==> config.mk <==
export PLATFORM = sky130hd
export DESIGN_NAME = axi_msi_writer
export DESIGN_NICKNAME = d
export VERILOG_FILES = /design/src/rtl/aia_msi_pkg.sv /design/src/rtl/msi_req_fifo.sv /design/src/rtl/axi_msi_writer.sv
export SDC_FILE = /design/constraint.sdc
export NUM_CORES = 1
export LEC_CHECK = 0
export BUFFER_PORTS_ARGS = -buffer_cell sky130_fd_sc_hd__buf_2
export CORE_ASPECT_RATIO = 0.6
export CORE_MARGIN = 2
export CORE_UTILIZATION = 26
export DETAILED_ROUTE_END_ITERATION = 10
export GPL_ROUTABILITY_DRIVEN = 0
export SLEW_MARGIN = 20
export SYNTH_ARGS = -nofsm -noshare
export SYNTH_HDL_FRONTEND = slang
export SYNTH_SLANG_ARGS = --single-unit
==> constraint.sdc <==
create_clock -name i_clk -period 3.6 [get_ports i_clk]
set_input_delay 0.54 -clock i_clk [delete_from_list [all_inputs] [get_ports i_clk]]
set_output_delay 0.54 -clock i_clk [all_outputs]
set_load 0.05 [all_outputs]
==> src/rtl/aia_msi_pkg.sv <==
// Shared constants and types for the AIA MSI writer: IMSIC file layout, AXI response codes, FSM states.
// Latency: none (package only).
// Backpressure: none (package only).
package aia_msi_pkg;

    // Each interrupt file occupies one 4 KiB page; seteipnum_le sits at offset 0 of the page.
    localparam int unsigned FILE_STRIDE   = 4096;
    localparam int unsigned SETEIPNUM_OFF = 0;

    localparam logic [1:0] AXI_RESP_OKAY = 2'b00;

    typedef enum logic [1:0] {
        IDLE   = 2'd0,
        SEND   = 2'd1,
        WAIT_B = 2'd2
    } msi_state_e;

    // 8-bit counter increment that sticks at 255.
    function automatic logic [7:0] sat_inc8(input logic [7:0] v);
        return (v == 8'hFF) ? v : v + 8'd1;
    endfunction

endpackage

==> src/rtl/msi_req_fifo.sv <==
// Request queue: DEPTH x WIDTH circular buffer with occupancy counter, head visible combinationally.
// Latency: a push is visible at the head on the cycle after it is written.
// Backpressure: pushes while full and pops while empty are ignored; push and pop may share a cycle.
module msi_req_fifo #(
    parameter int DEPTH = 4,
    parameter int WIDTH = 8
) (
    input  logic             i_clk,
    input  logic             ni_rst,
    input  logic             i_push,
    input  logic [WIDTH-1:0] i_push_dat,
    input  logic             i_pop,
    output logic [WIDTH-1:0] o_head_dat,
    output logic             o_full,
    output logic             o_empty
);

    localparam int PTR_W = $clog2(DEPTH);
    localparam int CNT_W = PTR_W + 1;

    logic [WIDTH-1:0] mem_q [DEPTH];
    logic [PTR_W-1:0] wr_ptr_q, wr_ptr_d;
    logic [PTR_W-1:0] rd_ptr_q, rd_ptr_d;
    logic [CNT_W-1:0] cnt_q, cnt_d;
    logic             do_push;
    logic             do_pop;

    assign o_full     = (cnt_q == CNT_W'(DEPTH));
    assign o_empty    = (cnt_q == '0);
    assign do_push    = i_push && !o_full;
    assign do_pop     = i_pop && !o_empty;
    assign o_head_dat = mem_q[rd_ptr_q];

    // Next pointers and occupancy; DEPTH is a power of two so pointers wrap naturally.
    always_comb begin
        wr_ptr_d = wr_ptr_q + PTR_W'(do_push);
        rd_ptr_d = rd_ptr_q + PTR_W'(do_pop);
        cnt_d    = cnt_q + CNT_W'(do_push) - CNT_W'(do_pop);
    end

    // Pointer and occupancy state, cleared asynchronously.
    always_ff @(posedge i_clk or negedge ni_rst) begin
        if (!ni_rst) begin
            wr_ptr_q <= '0;
            rd_ptr_q <= '0;
            cnt_q    <= '0;
        end else begin
            wr_ptr_q <= wr_ptr_d;
            rd_ptr_q <= rd_ptr_d;
            cnt_q    <= cnt_d;
        end
    end

    // Storage array needs no reset: entries are only read while the occupancy says they are valid.
    always_ff @(posedge i_clk) begin
        if (do_push) begin
            mem_q[wr_ptr_q] <= i_push_dat;
        end
    end

endmodule

==> src/rtl/axi_msi_writer.sv <==
// Turns (hart, file, eiid) MSI requests into 32-bit seteipnum_le AXI writes, one outstanding at a time.
// Latency: 2 cycles from request accept to o_aw_valid when idle; completion on the B handshake.
// Backpressure: o_req_ready follows FIFO not-full; AW and W each hold until their own handshake.
module axi_msi_writer
    import aia_msi_pkg::*;
#(
    parameter int          NR_IMSICS             = 1,
    parameter int          NR_VS_FILES_PER_IMSIC = 0,
    parameter int          NR_SRC                = 30,
    parameter int          FIFO_DEPTH            = 4,
    parameter int          AXI_ADDR_WIDTH        = 64,
    parameter int          AXI_DATA_WIDTH        = 64,
    parameter logic [63:0] IMSIC_BASE            = 64'h2400_0000,
    localparam int         NR_INTP_FILES         = 2 + NR_VS_FILES_PER_IMSIC,
    localparam int         FILE_LEN              = $clog2(NR_INTP_FILES),
    localparam int         HART_LEN              = (NR_IMSICS > 1) ? $clog2(NR_IMSICS) : 1,
    localparam int         NR_SRC_LEN            = $clog2(NR_SRC)
) (
    input  logic                        i_clk,
    input  logic                        ni_rst,
    input  logic                        i_req_valid,
    output logic                        o_req_ready,
    input  logic [HART_LEN-1:0]         i_req_hart,
    input  logic [FILE_LEN-1:0]         i_req_file,
    input  logic [NR_SRC_LEN-1:0]       i_req_eiid,
    output logic                        o_aw_valid,
    input  logic                        i_aw_ready,
    output logic [AXI_ADDR_WIDTH-1:0]   o_aw_addr,
    output logic                        o_w_valid,
    input  logic                        i_w_ready,
    output logic [AXI_DATA_WIDTH-1:0]   o_w_data,
    output logic [AXI_DATA_WIDTH/8-1:0] o_w_strb,
    input  logic                        i_b_valid,
    output logic                        o_b_ready,
    input  logic [1:0]                  i_b_resp,
    output logic                        o_busy,
    output logic [7:0]                  o_drop_cnt,
    output logic [7:0]                  o_err_cnt
);

    localparam int STRB_W = AXI_DATA_WIDTH / 8;

    localparam logic [AXI_ADDR_WIDTH-1:0] BASE_A        = AXI_ADDR_WIDTH'(IMSIC_BASE);
    localparam logic [AXI_ADDR_WIDTH-1:0] OFFS_A        = AXI_ADDR_WIDTH'(SETEIPNUM_OFF);
    localparam logic [AXI_ADDR_WIDTH-1:0] FILE_STRIDE_A = AXI_ADDR_WIDTH'(FILE_STRIDE);
    localparam logic [AXI_ADDR_WIDTH-1:0] HART_STRIDE_A = AXI_ADDR_WIDTH'(NR_INTP_FILES * FILE_STRIDE);
    // seteipnum_le is a 32-bit register: enable the low four byte lanes only.
    localparam logic [STRB_W-1:0]         STRB_SEIP     = STRB_W'(4'hF);

    typedef struct packed {
        logic [HART_LEN-1:0]   hart;
        logic [FILE_LEN-1:0]   file;
        logic [NR_SRC_LEN-1:0] eiid;
    } msi_req_t;

    msi_state_e        state_q, state_d;
    msi_req_t          entry_q, entry_d;
    logic              aw_valid_q, aw_valid_d;
    logic              w_valid_q, w_valid_d;
    logic              b_ready_q, b_ready_d;
    logic [STRB_W-1:0] strb_q, strb_d;
    logic [7:0]        drop_cnt_q, drop_cnt_d;
    logic [7:0]        err_cnt_q, err_cnt_d;

    msi_req_t fifo_head;
    msi_req_t req_in;
    logic     fifo_full;
    logic     fifo_empty;
    logic     fifo_push;
    logic     fifo_pop;
    logic     req_acc;
    logic     req_ok;

    assign req_in  = '{hart: i_req_hart, file: i_req_file, eiid: i_req_eiid};
    assign req_acc = i_req_valid && !fifo_full;
    // EIID 0 is reserved and out-of-range targets have no file to write to; such requests are dropped.
    assign req_ok  = (i_req_eiid != '0)
                  && (32'(i_req_hart) < NR_IMSICS)
                  && (32'(i_req_file) < NR_INTP_FILES);
    assign fifo_push = req_acc && req_ok;

    msi_req_fifo #(
        .DEPTH (FIFO_DEPTH),
        .WIDTH ($bits(msi_req_t))
    ) u_fifo (
        .i_clk      (i_clk),
        .ni_rst     (ni_rst),
        .i_push     (fifo_push),
        .i_push_dat (req_in),
        .i_pop      (fifo_pop),
        .o_head_dat (fifo_head),
        .o_full     (fifo_full),
        .o_empty    (fifo_empty)
    );

    // Dropped-request counter, saturating.
    always_comb begin
        drop_cnt_d = drop_cnt_q;
        if (req_acc && !req_ok) begin
            drop_cnt_d = sat_inc8(drop_cnt_q);
        end
    end

    // Transaction sequencer: latch head, drive AW/W until each handshakes, then collect B.
    always_comb begin
        state_d    = state_q;
        entry_d    = entry_q;
        aw_valid_d = aw_valid_q;
        w_valid_d  = w_valid_q;
        b_ready_d  = b_ready_q;
        strb_d     = strb_q;
        err_cnt_d  = err_cnt_q;
        fifo_pop   = 1'b0;
        case (state_q)
            IDLE: begin
                if (!fifo_empty) begin
                    fifo_pop   = 1'b1;
                    entry_d    = fifo_head;
                    aw_valid_d = 1'b1;
                    w_valid_d  = 1'b1;
                    strb_d     = STRB_SEIP;
                    state_d    = SEND;
                end
            end
            SEND: begin
                if (aw_valid_q && i_aw_ready) begin
                    aw_valid_d = 1'b0;
                end
                if (w_valid_q && i_w_ready) begin
                    w_valid_d = 1'b0;
                end
                if (!aw_valid_d && !w_valid_d) begin
                    b_ready_d = 1'b1;
                    state_d   = WAIT_B;
                end
            end
            WAIT_B: begin
                if (i_b_valid) begin
                    b_ready_d = 1'b0;
                    state_d   = IDLE;
                    // Error responses are counted only; the write is not retried.
                    if (i_b_resp != AXI_RESP_OKAY) begin
                        err_cnt_d = sat_inc8(err_cnt_q);
                    end
                end
            end
            default: begin
                aw_valid_d = 1'b0;
                w_valid_d  = 1'b0;
                b_ready_d  = 1'b0;
                state_d    = IDLE;
            end
        endcase
    end

    // Sequencer state, registered handshake outputs and counters; reset abandons any transaction.
    always_ff @(posedge i_clk or negedge ni_rst) begin
        if (!ni_rst) begin
            state_q    <= IDLE;
            entry_q    <= '0;
            aw_valid_q <= 1'b0;
            w_valid_q  <= 1'b0;
            b_ready_q  <= 1'b0;
            strb_q     <= '0;
            drop_cnt_q <= '0;
            err_cnt_q  <= '0;
        end else begin
            state_q    <= state_d;
            entry_q    <= entry_d;
            aw_valid_q <= aw_valid_d;
            w_valid_q  <= w_valid_d;
            b_ready_q  <= b_ready_d;
            strb_q     <= strb_d;
            drop_cnt_q <= drop_cnt_d;
            err_cnt_q  <= err_cnt_d;
        end
    end

    // Address and data come from the latched entry so they hold steady through the handshakes.
    assign o_aw_addr   = BASE_A + OFFS_A
                       + AXI_ADDR_WIDTH'(entry_q.hart) * HART_STRIDE_A
                       + AXI_ADDR_WIDTH'(entry_q.file) * FILE_STRIDE_A;
    assign o_w_data    = AXI_DATA_WIDTH'(entry_q.eiid);
    assign o_w_strb    = strb_q;
    assign o_aw_valid  = aw_valid_q;
    assign o_w_valid   = w_valid_q;
    assign o_b_ready   = b_ready_q;
    assign o_req_ready = !fifo_full;
    assign o_busy      = !fifo_empty || (state_q != IDLE);
    assign o_drop_cnt  = drop_cnt_q;
    assign o_err_cnt   = err_cnt_q;

endmodule

* Word level (Yosys, flattened, before mapping) *
Memory sizes are Yosys's and may differ from the RTL's. A register that Yosys moved wholly into a read port is not among the register bits.
Cells that the tools add are included.
Widths: inputs -> output; s select.

cells by class
  eq/ne operators = 8
  reduce and logical (&&, ||, !) cells = 27
  $lt $le $gt $ge = 1
  add/subtract/negate cells = 8
  bitwise logic cells = 5
  multiplexer cells = 18

operators with widths
  kind                    number
  $add 31x13->32          1
  $add 30x14->31 const A  1
  $add 8x1->8 const B     2
  $eq 8x8->1 const B      2
  $mux 1                  11
  $logic_and 1x1->1       9
  $pmux 1 s3              3
  $logic_not 1->1         6
  $mux 2                  3
  $ne 2x2->1 const B      3
  $pmux 2 s3              1
  $reduce_and 2->1        3
  $reduce_and 3->1        2
  $not 1->1               5
  $reduce_bool 5->1       1
  $add 2x1->2             2
  $reduce_and 4->1        1
  $reduce_bool 2->1       2
  $add 3x1->3             1
  $eq 3x3->1 const B      1
  $logic_not 3->1         1
  $sub 3x1->3             1
  $eq 2x1->1 const B      1
  $eq 2x2->1 const B      1
  3 further kinds         3

storage, ports and cells
  bits in writable memories = 28
  register bits = 29
  memories = 1
  bits of input ports = 15

memories
  name          depth  bits a word  rd ports  clocked after memory_dff  wr ports  line                source
  u_fifo.mem_q  4      7            1         1                         1         msi_req_fifo.sv:21  logic [WIDTH-1:0] mem_q [DEPTH];

* Longest topological paths before layout *
Gate-level depths: netlist (run 1).

  depth after elaboration = 7
  mapped depth = 12
  mapped depth without buffers = 10

* Modules after synthesis *
Synthesis (run 1) repeated with hierarchy kept, for this count alone.

unflattened totals
  cell total of the unflattened synthesis = 316
  area total of the unflattened synthesis = 3758.6 um2

by module, submodules not included
  module          cells each  instances  seq. area each (um2)  area an instance (um2)
  axi_msi_writer  248         1          725.7                 2356.0
  msi_req_fifo    68          1          1016.0                1402.6

* Worst setup path after synthesis (run 1) *
No wires, ideal clock.

  kind = reg-to-reg
  start = register u_fifo.cnt_q[1]
  end = register u_fifo.cnt_q[2]
  setup time = 123 ps
  stages on the path, launching flop included = 12
  path slack = 1326 ps
  arrival time = 2151 ps
  cells stage by stage = dfrtp_1 > nor3_1 > nand2b_1 > buf_2 > inv_1 > ha_1 > inv_1 > ha_1 > inv_1 > fa_1 > xnor2_1 > xnor2_1

RTL lines
  element                   line                   source
  start: declaration        msi_req_fifo.sv:24     logic [CNT_W-1:0] cnt_q, cnt_d;
  start signal: assignment  msi_req_fifo.sv:50     cnt_q <= cnt_d;
  $logic_not 3->1           msi_req_fifo.sv:29     assign o_empty = (cnt_q == '0);
  $mux 1                    axi_msi_writer.sv:116  if (!fifo_empty) begin
  $mux 1                    axi_msi_writer.sv:114  case (state_q)
  via fifo_pop              axi_msi_writer.sv:70   logic fifo_pop;
  $logic_and 1x1->1         msi_req_fifo.sv:31     assign do_pop = i_pop && !o_empty;
  $sub 3x1->3               msi_req_fifo.sv:38     cnt_d = cnt_q + CNT_W'(do_push) - CNT_W'(do_pop);
  via u_fifo.cnt_d[2]       msi_req_fifo.sv:24

The timed path passes the listed nets, and every way through them passes these cells.
A chain may end at the register's enable or synchronous reset.

* Worst setup path after layout (run 1) *
Ends and elaborated chain as after synthesis.

==> out/metrics.csv, run 1 <==
metric,value,unit
p_leak,1.84,nW
fill_cells,1522,
period_needed,2.55,ns
yosys_warnings,0,
insertion_delay,0.32,ns
dieHeight,97.5,um
num_rows,34,
worst_r2r_path_depth,10,
cp_slowest_cell,dfrtp_1,
seq_power_share,34.7,%
netlist_area,0.00379,mm2
seq_area_frac_synth,45.9,%
synth.ff_latch_count,64,
period_share,70.7,%
critical_path_class,flop to flop,
coreArea,0.0144,mm2
cts_buffer_depth,2,
critPathLaunchType,flop,
finClkSkew,0.00565,ns
p_switching,1.57,mW
clkPwrFrac,22.4,%
vias,2025,
tightest_slew,0.836,ns
grt_pass1_vias,1754,
regArea,0.00174,mm2
io_buffer_count,46,
antenna_found_initial,0,
fp.dieW,160,um
p_int,1.86,mW
clock-sinks,64,
synth_area_leaders,"buf_4 25%, dfrtp_1 24%, edfxtp_1 22%, mux4_2 4.2%, mux2_2 2.4%",
cts_resized,0,
place.detailed.hpwl,4.81,mm
synth_edf_count,28,
hold_buffers,0,
worst_path_largest_cell_delay,0.45,ns
diodes,0,
ant_nets,0,
cts_inserted_buffers,9,
nets,391,
io_pins,172,
async_flop_share,56.3,%
yosys.area.top_type,buf_4,
status,"finished, final reports clean",
worst_path_most_repeated_cell,inv_1,
multi_input_area,0.00150,mm2
grt_max_degree,37,
track_usage,8.04,%
netSwitchingFraction,45.8,%
synthCells,318,
timing_hold_violations_final,0,
critPathMaxFanout,11,
ir_drop,0.436,mV
routed_wl,6.24,mm
wire_per_inst,10.9,um
viasPerCell,3.54,
avgSynthCellArea,11.9,um2
crit_path_end_kind,flop,
cts_tree,yes,
maxCapViolations,0,
layout_commonest_cell,conb_1,
relSlewSlack,44.3,%
area_growth,6.57,%
powerDensity,848,mW/mm2
max_freq,393,MHz
die_area,0.0156,mm2
synthDominantCellAreaShare,25.3,%
drt_iter0_markers,94,
grt_pass1_wl,9.59,mm
comb_power_share,42.9,%
final_util,28.1,%
maxSlewViolCount,0,
path_clk_slew,0.06,ns
yosysUniqueCellTypes,43,
crit_path_cell_trace,nor3_1 -> nand2b_1 -> inv_1 -> ha_1 -> inv_1 -> ha_1 -> inv_1 -> fa_1 -> xnor2_1 -> xnor2_1,
overflow,0,
root_buffer,clkbuf_16,
start_util,26.4,%
required,3.80,ns
setup_viol,0,
dr.pass1.iters,4,
cp.arrival,2.75,ns
hold_path_class,input pin to asynchronous set/reset pin,
most-common-layout-cells,"125 x conb_1, 46 x buf_2, 36 x dfrtp_1",
h-tree-depth,3,
tns,0,ns
rsz0062_at_grt,no,
synthFlopType,dfrtp_1,
post_cts_buffers,0,
drive_gt1_share,26.2,%
drc,0,
## per-stage QoR
step	instance area (um2)	total power, mW	hold WS [ns]	instances	setup WS, ns
2_1_floorplan	4250	2.48	0.244	441	1.33
3_3_place_gp	3770	2.65	0.489	556	1.12
3_5_place_dp	3770	2.68	0.494	556	1.03
4_1_cts	4040	3.47	0.363	572	1.01
5_1_grt	4040	3.62	0.404	572	0.846
6_report	4040	3.43	0.326	572	1.05
## cells in the mapped netlist (3+ instances only)
master,count
xnor2_1,5
mux4_2,7
and3_1,4
inv_1,9
nand2b_1,4
mux2_2,8
ha_1,6
nand4_1,4
dfrtp_1,36
o21ai_0,5
nand3_1,8
edfxtp_1,28
nor3_1,3
nor3b_1,3
nor4_2,3
buf_4,128
xor2_1,6
mux2_4,5
nand2_1,11
nor2_1,8
## power groups by stage
stage | clock, mW | sequential, mW | combinational (mW)
2_1_floorplan | 0 | 1.50 | 0.978
3_3_place_gp | 0 | 1.19 | 1.46
3_5_place_dp | 0 | 1.20 | 1.48
4_1_cts | 0.793 | 1.19 | 1.49
5_1_grt | 0.824 | 1.24 | 1.56
6_report | 0.767 | 1.19 | 1.47
## final timing paths
check / start / to / slack (ns)
setup / recovery: u_fifo.cnt_q[1] / u_fifo.cnt_q[2] / 1.05
hold / removal: ni_rst / u_fifo.wr_ptr_q[1] / 0.33
setup reg to reg: u_fifo.cnt_q[1] / u_fifo.cnt_q[2] / 1.05
hold reg to reg: entry_q[5] / entry_q[5] / 0.50
max in group asynchronous: ni_rst / state_q[1] / 2.75
min in group i_clk: i_req_file / u_fifo.mem_q[1][5] / 0.44
## registers in the layout, indices dropped and copies added, names as in the netlist
signal / flops
entry_q: 2
o_b_ready: 1
u_fifo.mem_q: 28
o_drop_cnt: 8
o_err_cnt: 8
o_w_strb: 1
o_w_data: 5
o_w_valid: 1
state_q: 2
o_aw_valid: 1
u_fifo.cnt_q: 3
u_fifo.rd_ptr_q: 2
u_fifo.wr_ptr_q: 2
## final cells by class
class                           instances  area share, %
Sequential cell                        64           43.1
Timing Repair Buffer                   49           6.26
Clock inverter                          6          0.898
Inverter                               10          0.929
Multi-Input combinational cell        235           37.0
Clock buffer                           10           5.67
Tap cell                              198           6.13
## critical path, delay by kind of cell (launching register included)
kind	cells	cell delay, ns
DFF	1	0.45
adders and majority gates	3	0.82
xor gates and xnor gates	2	0.28
and+or+nand+nor	2	0.65
buffers and inverters	3	0.23
## per-layer routing
layer	wire [um]	up-vias	track usage, %
met5	0	-	0
met4	73	0	3.53
met3	253	7	1.84
met2	2810	79	11.5
met1	3100	1001	11.5
li1	-	938	-
## kinds of logic (layout without fill, tap and decap cells)
family | count (synthesis) | in the layout | synth area share, %
DFF | 64 | 64 | 45.9
adders and majority gates | 7 | 7 | 2.51
muxes | 23 | 23 | 9.37
AOI/OAI and AO/OA | 14 | 14 | 3.40
xor gates and xnor gates | 11 | 11 | 2.54
and+or+nand+nor | 55 | 55 | 9.24
other | 2 | 125 | 0.198
buffers and inverters | 142 | 75 | 26.8
(Power assumes the default switching activity.)
==> run 2, diff against run 1 <==
==> constraint.sdc (replaced) <==
create_clock -name i_clk -period 2.15 [get_ports i_clk]
set_input_delay 0.3225 -clock i_clk [delete_from_list [all_inputs] [get_ports i_clk]]
set_output_delay 0.3225 -clock i_clk [all_outputs]
set_load 0.05 [all_outputs]
==> run 2 against run 1 <==
Sequential share of layout area is 1.6 points lower. Hold slack worse by 0.23 ns. Combinational power increased by 86%. Fmax is 25% higher. Sequential cell count did not move. Via count rose by 1.1%. Non-clock buffer count grew 10. Clock skew fell by 0.0014 ns. Routed wire length is 7.3% higher. Total power up 81%. Critical endpoint unchanged. Largest power group unchanged.
==> out/metrics.csv, run 2 (synthesis gave the netlist of run 1 again) <==
metric,value,unit
status,"finished, final reports clean",
coreArea,0.0144,mm2
critical_path_class,flop to flop,
worst_r2r_path_depth,10,
dpl_cell_area,0.00384,mm2
timing_hold_violations_final,0,
dieHeight,97.5,um
crit_start,u_fifo.cnt_q[0],
period_share,95.1,%
setup_viol,0,
ir_drop,0.881,mV
wire_per_inst,11.5,um
critPathLaunchType,flop,
powerDensity,1480,mW/mm2
overflow,0,
drive_gt1_share,30.5,%
timing.rr.start,u_fifo.cnt_q[0],
reg2reg_slack,0.11,ns
die_area,0.0156,mm2
cp.arrival,2.25,ns
cts_buffer_depth,2,
regMostFlops,u_fifo.mem_q,
setup_ws,0.106,ns
vias,2047,
finClkSkew,0.00424,ns
diodes,0,
insertion_delay,0.32,ns
tns,0,ns
required,2.36,ns
timing.hold.ws,0.0950,ns
grt_pass1_vias,1886,
io_buffer_count,46,
critPathMaxFanout,4,
period_needed,2.04,ns
drc,0,
crit_path_end_kind,flop,
start_util,26.4,%
power,6.21,mW
clock-sinks,64,
hold_buffers,0,
hold_path_class,input pin to asynchronous set/reset pin,
final_area,0.00420,mm2
maxCapViolations,0,
drt_iter0_markers,51,
nets,401,
io_pins,172,
largest_reg_flops,28,
final_util,29.2,%
fill_cells,1494,
maxSlewViolCount,0,
r2r-end,u_fifo.cnt_q[2],
most-common-layout-cells,"125 x conb_1, 46 x buf_2, 36 x dfrtp_1",
root_buffer,clkbuf_16,
layout_commonest_cell,conb_1,
grt_pass1_wl,10.1,mm
ant_nets,0,
grt_max_degree,37,
dp.cells,562,
routed_wl,6.70,mm
cts_tree,yes,
antenna_found_initial,0,
path_clk_slew,0.05,ns
relSlewSlack,33.6,%
tightest_slew,0.988,ns
h-tree-depth,3,
viasPerCell,3.52,
area_growth,10.8,%
cts_inserted_buffers,9,
p_leak,1.91,nW
max_freq,489,MHz
fp.dieW,160,um
pre_cts_slack,0.0391,ns
num_rows,34,
track_usage,8.59,%
layoutNonFillerInstCount,581,
place.detailed.hpwl,5.04,mm
dr.pass1.iters,4,
-- run 2: changes by cell type in the layout (fill, tap and decap cells not counted), sizes merged --
cell,before,now
buf,49,59
bufinv,0,2
clkbuf,10,9
clkinvlp,2,1
inv,11,10
-- run 2: area by class of cell --
type | instances | area (um2) | share of cell area [%]
repair buffers | 59 | 328 | 7.80
inverters | 10 | 37.5 | 0.894
clock buffers | 9 | 225 | 5.36
multi-input cells | 235 | 1540 | 36.6
clock inverters | 6 | 85.1 | 2.03
flip-flops and latches | 64 | 1740 | 41.5
well taps | 198 | 248 | 5.90
-- run 2: repair_timing --
action / in CTS / in global routing
gates resized for setup: 0 / 6
buffers inserted: 0 / 4
setup endpoints to repair: 0 / 2
-- run 2: power breakdown --
group	leakage, nW	switching [mW]	internal, mW
Combinational	1.08	1.86	0.873
Sequential	0.685	0.331	1.62
Clock	0.149	0.523	1.00
Total	1.91	2.71	3.50
-- run 2: how the worst max path moves through the flow --
stage | to | slack (ns) | cells after the start
3_3_place_gp | u_fifo.cnt_q[2] | 0.10 | 10
3_5_place_dp | u_fifo.cnt_q[2] | 0.04 | 10
2_1_floorplan | u_fifo.cnt_q[2] | 0.03 | 11
5_1_grt | u_fifo.cnt_q[2] | -0.006 | 10
4_1_cts | u_fifo.cnt_q[2] | 0.01 | 10
6_report | u_fifo.cnt_q[2] | 0.11 | 10
-- run 2: critical path, cell delays in order (launching register included) --
cell      delay, ns
dfrtp_1        0.42
nor3_2         0.20
nand2b_4       0.16
inv_2          0.05
ha_4           0.21
inv_2          0.04
ha_2           0.16
inv_2          0.04
fa_2           0.39
xnor2_2        0.14
xnor2_1        0.12
-- run 2: layer usage --
| layer | global-route usage, % | routed length [um] |
|---|---|---|
| met1 | 11.5 | 3170 |
| met3 | 4.01 | 462 |
| met5 | 0 | 0 |
| met2 | 12.0 | 2990 |
| met4 | 3.19 | 74 |
==> run 3, diff against run 2 <==
--- a/config.mk
+++ b/config.mk
@@ -8,9 +8,10 @@
 export BUFFER_PORTS_ARGS = -buffer_cell sky130_fd_sc_hd__buf_2
 export CORE_ASPECT_RATIO = 0.6
 export CORE_MARGIN = 2
-export CORE_UTILIZATION = 26
+export CORE_UTILIZATION = 35
 export DETAILED_ROUTE_END_ITERATION = 10
 export GPL_ROUTABILITY_DRIVEN = 0
+export PLACE_DENSITY_LB_ADDON = 0.2
 export SLEW_MARGIN = 20
 export SYNTH_ARGS = -nofsm -noshare
 export SYNTH_HDL_FRONTEND = slang
==> run 3 against run 2 <==
Non-clock buffer count is 6 higher. Clock skew increased by 0.0029 ns. Total power up 6.2%. Global-route usage is 2.9 points higher. Hold slack better by 0.12 ns. First-iteration DRC count grew to 2.5 times the previous value. Clock power is 25% higher. Sequential share of layout area is 0.55 points lower. Die area down 25%. Clock-buffer cell count unchanged. Core utilization is 11 points higher. Worst setup slack got worse by 0.032 ns. Critical endpoint unchanged. Largest cell class unchanged.
==> out/metrics.csv, run 3 (synthesis gave the netlist of run 1 again) <==
metric,value,unit
die_area,0.0117,mm2
regArea,0.00174,mm2
period_needed,2.08,ns
setup_viol,0,
vias,2121,
tightest_slew,1.01,ns
fp.dieW,138,um
grt_pass1_vias,1868,
relSlewSlack,32.4,%
coreArea,0.0106,mm2
io_pins,172,
tns,0,ns
dr.pass1.iters,4,
status,"finished, final reports clean",
ir_drop,0.602,mV
final_area,0.00426,mm2
setup_ws,0.0733,ns
num_rows,29,
drc,0,
fill_cells,1018,
cts_inserted_buffers,9,
rsz0062_at_grt,yes,
ant_nets,0,
grt_pass1_wl,10.1,mm
critPathLaunchType,flop,
place.detailed.hpwl,5.02,mm
drive_gt1_share,31.5,%
hold_path_class,input pin to flop,
power,6.60,mW
max_freq,482,MHz
root_buffer,clkbuf_16,
track_usage,11.5,%
powerDensity,1550,mW/mm2
insertion_delay,0.33,ns
largest_reg_flops,28,
critPathMaxFanout,3,
cp.arrival,2.29,ns
cts_tree,yes,
nets,407,
regMostFlops,u_fifo.mem_q,
pre_cts_slack,0.0184,ns
drt_iter0_markers,130,
p_leak,1.98,nW
cts_buffer_depth,2,
start_util,35.9,%
critical_path_class,flop to flop,
timing_hold_violations_final,0,
maxCapViolations,0,
grt_max_degree,18,
crit_path_end_kind,flop,
diodes,0,
antenna_found_initial,0,
dpl_cell_area,0.00382,mm2
io_buffer_count,46,
path_clk_slew,0.06,ns
area_growth,12.3,%
multi_input_area,0.00154,mm2
wire_per_inst,12.6,um
overflow,0,
hold_depth,1,
worst_r2r_path_depth,10,
most-common-layout-cells,"125 x conb_1, 46 x buf_2, 36 x dfrtp_1",
finClkSkew,0.00718,ns
dieHeight,84.6,um
viasPerCell,4.01,
h-tree-depth,3,
required,2.37,ns
maxSlewViolCount,0,
layout_commonest_cell,conb_1,
routed_wl,6.64,mm
period_share,96.6,%
clock-sinks,64,
-- run 3: changes by cell type in the layout (fill, tap and decap cells not counted), sizes merged --
cell         change
buf              +5
bufinv           +3
clkinv           -1
clkinvlp         -1
dlygate4sd3      +1
-- run 3: cell type report --
class | count | area share [%]
Sequential cell | 64 | 40.9
Tap cell | 139 | 4.09
Clock buffer | 9 | 5.29
Multi-Input combinational cell | 235 | 36.1
Timing Repair Buffer | 65 | 8.82
Clock inverter | 7 | 3.94
Inverter | 10 | 0.882
-- run 3: worst paths after layout --
check	from	endpoint	slack (ns)
max	u_fifo.cnt_q[2]	u_fifo.cnt_q[2]	0.07
max in group asynchronous	ni_rst	o_w_data[0]	1.40
max reg2reg	u_fifo.cnt_q[2]	u_fifo.cnt_q[2]	0.07
min	i_req_file	u_fifo.mem_q[0][5]	0.22
min in group asynchronous	ni_rst	o_err_cnt[4]	0.32
min reg2reg	o_w_valid	o_w_valid	0.49
-- run 3: power by group --
group,internal (mW),total (mW),switching [mW]
Clock,1.37,1.91,0.542
Combinational,0.876,2.77,1.89
Sequential,1.62,1.92,0.295
Total,3.87,6.60,2.73
-- run 3: through the flow --
stage	std cells	util, %	hold WS [ns]
2_1_floorplan	441	-	0.0269
6_report	529	40.3	0.217
3_3_place_gp	510	36.1	0.132
4_1_cts	528	40.0	0.207
3_5_place_dp	510	36.1	0.132
5_1_grt	529	40.3	0.218
-- run 3: timing repair --
item,CTS,global route
pin swaps,0,5
endpoints found under the setup margin,1,9
buffers inserted,1,1
gates resized for setup,0,5
endpoints found under the hold margin,2,0
gates cloned,0,0
hold buffers,1,0
-- run 3: layer usage --
layer | vias to the layer above | global-route usage, % | routed length [um] | share of wire [%]
met5 | - | 0 | 0 | 0
met4 | 0 | 4.17 | 108 | 1.6
met3 | 9 | 4.85 | 550 | 8.3
met2 | 93 | 16.1 | 2920 | 44
met1 | 1050 | 16.0 | 3060 | 46
li1 | 969 | - | - | -
-- run 3: critical path: stages, from the launching register on --
cell     delay, ns
dfrtp_1       0.39
buf_4         0.15
or3b_4        0.24
nand3_1       0.08
buf_4         0.16
inv_2         0.06
ha_2          0.16
inv_2         0.04
fa_2          0.39
xnor2_2       0.15
xnor2_1       0.13
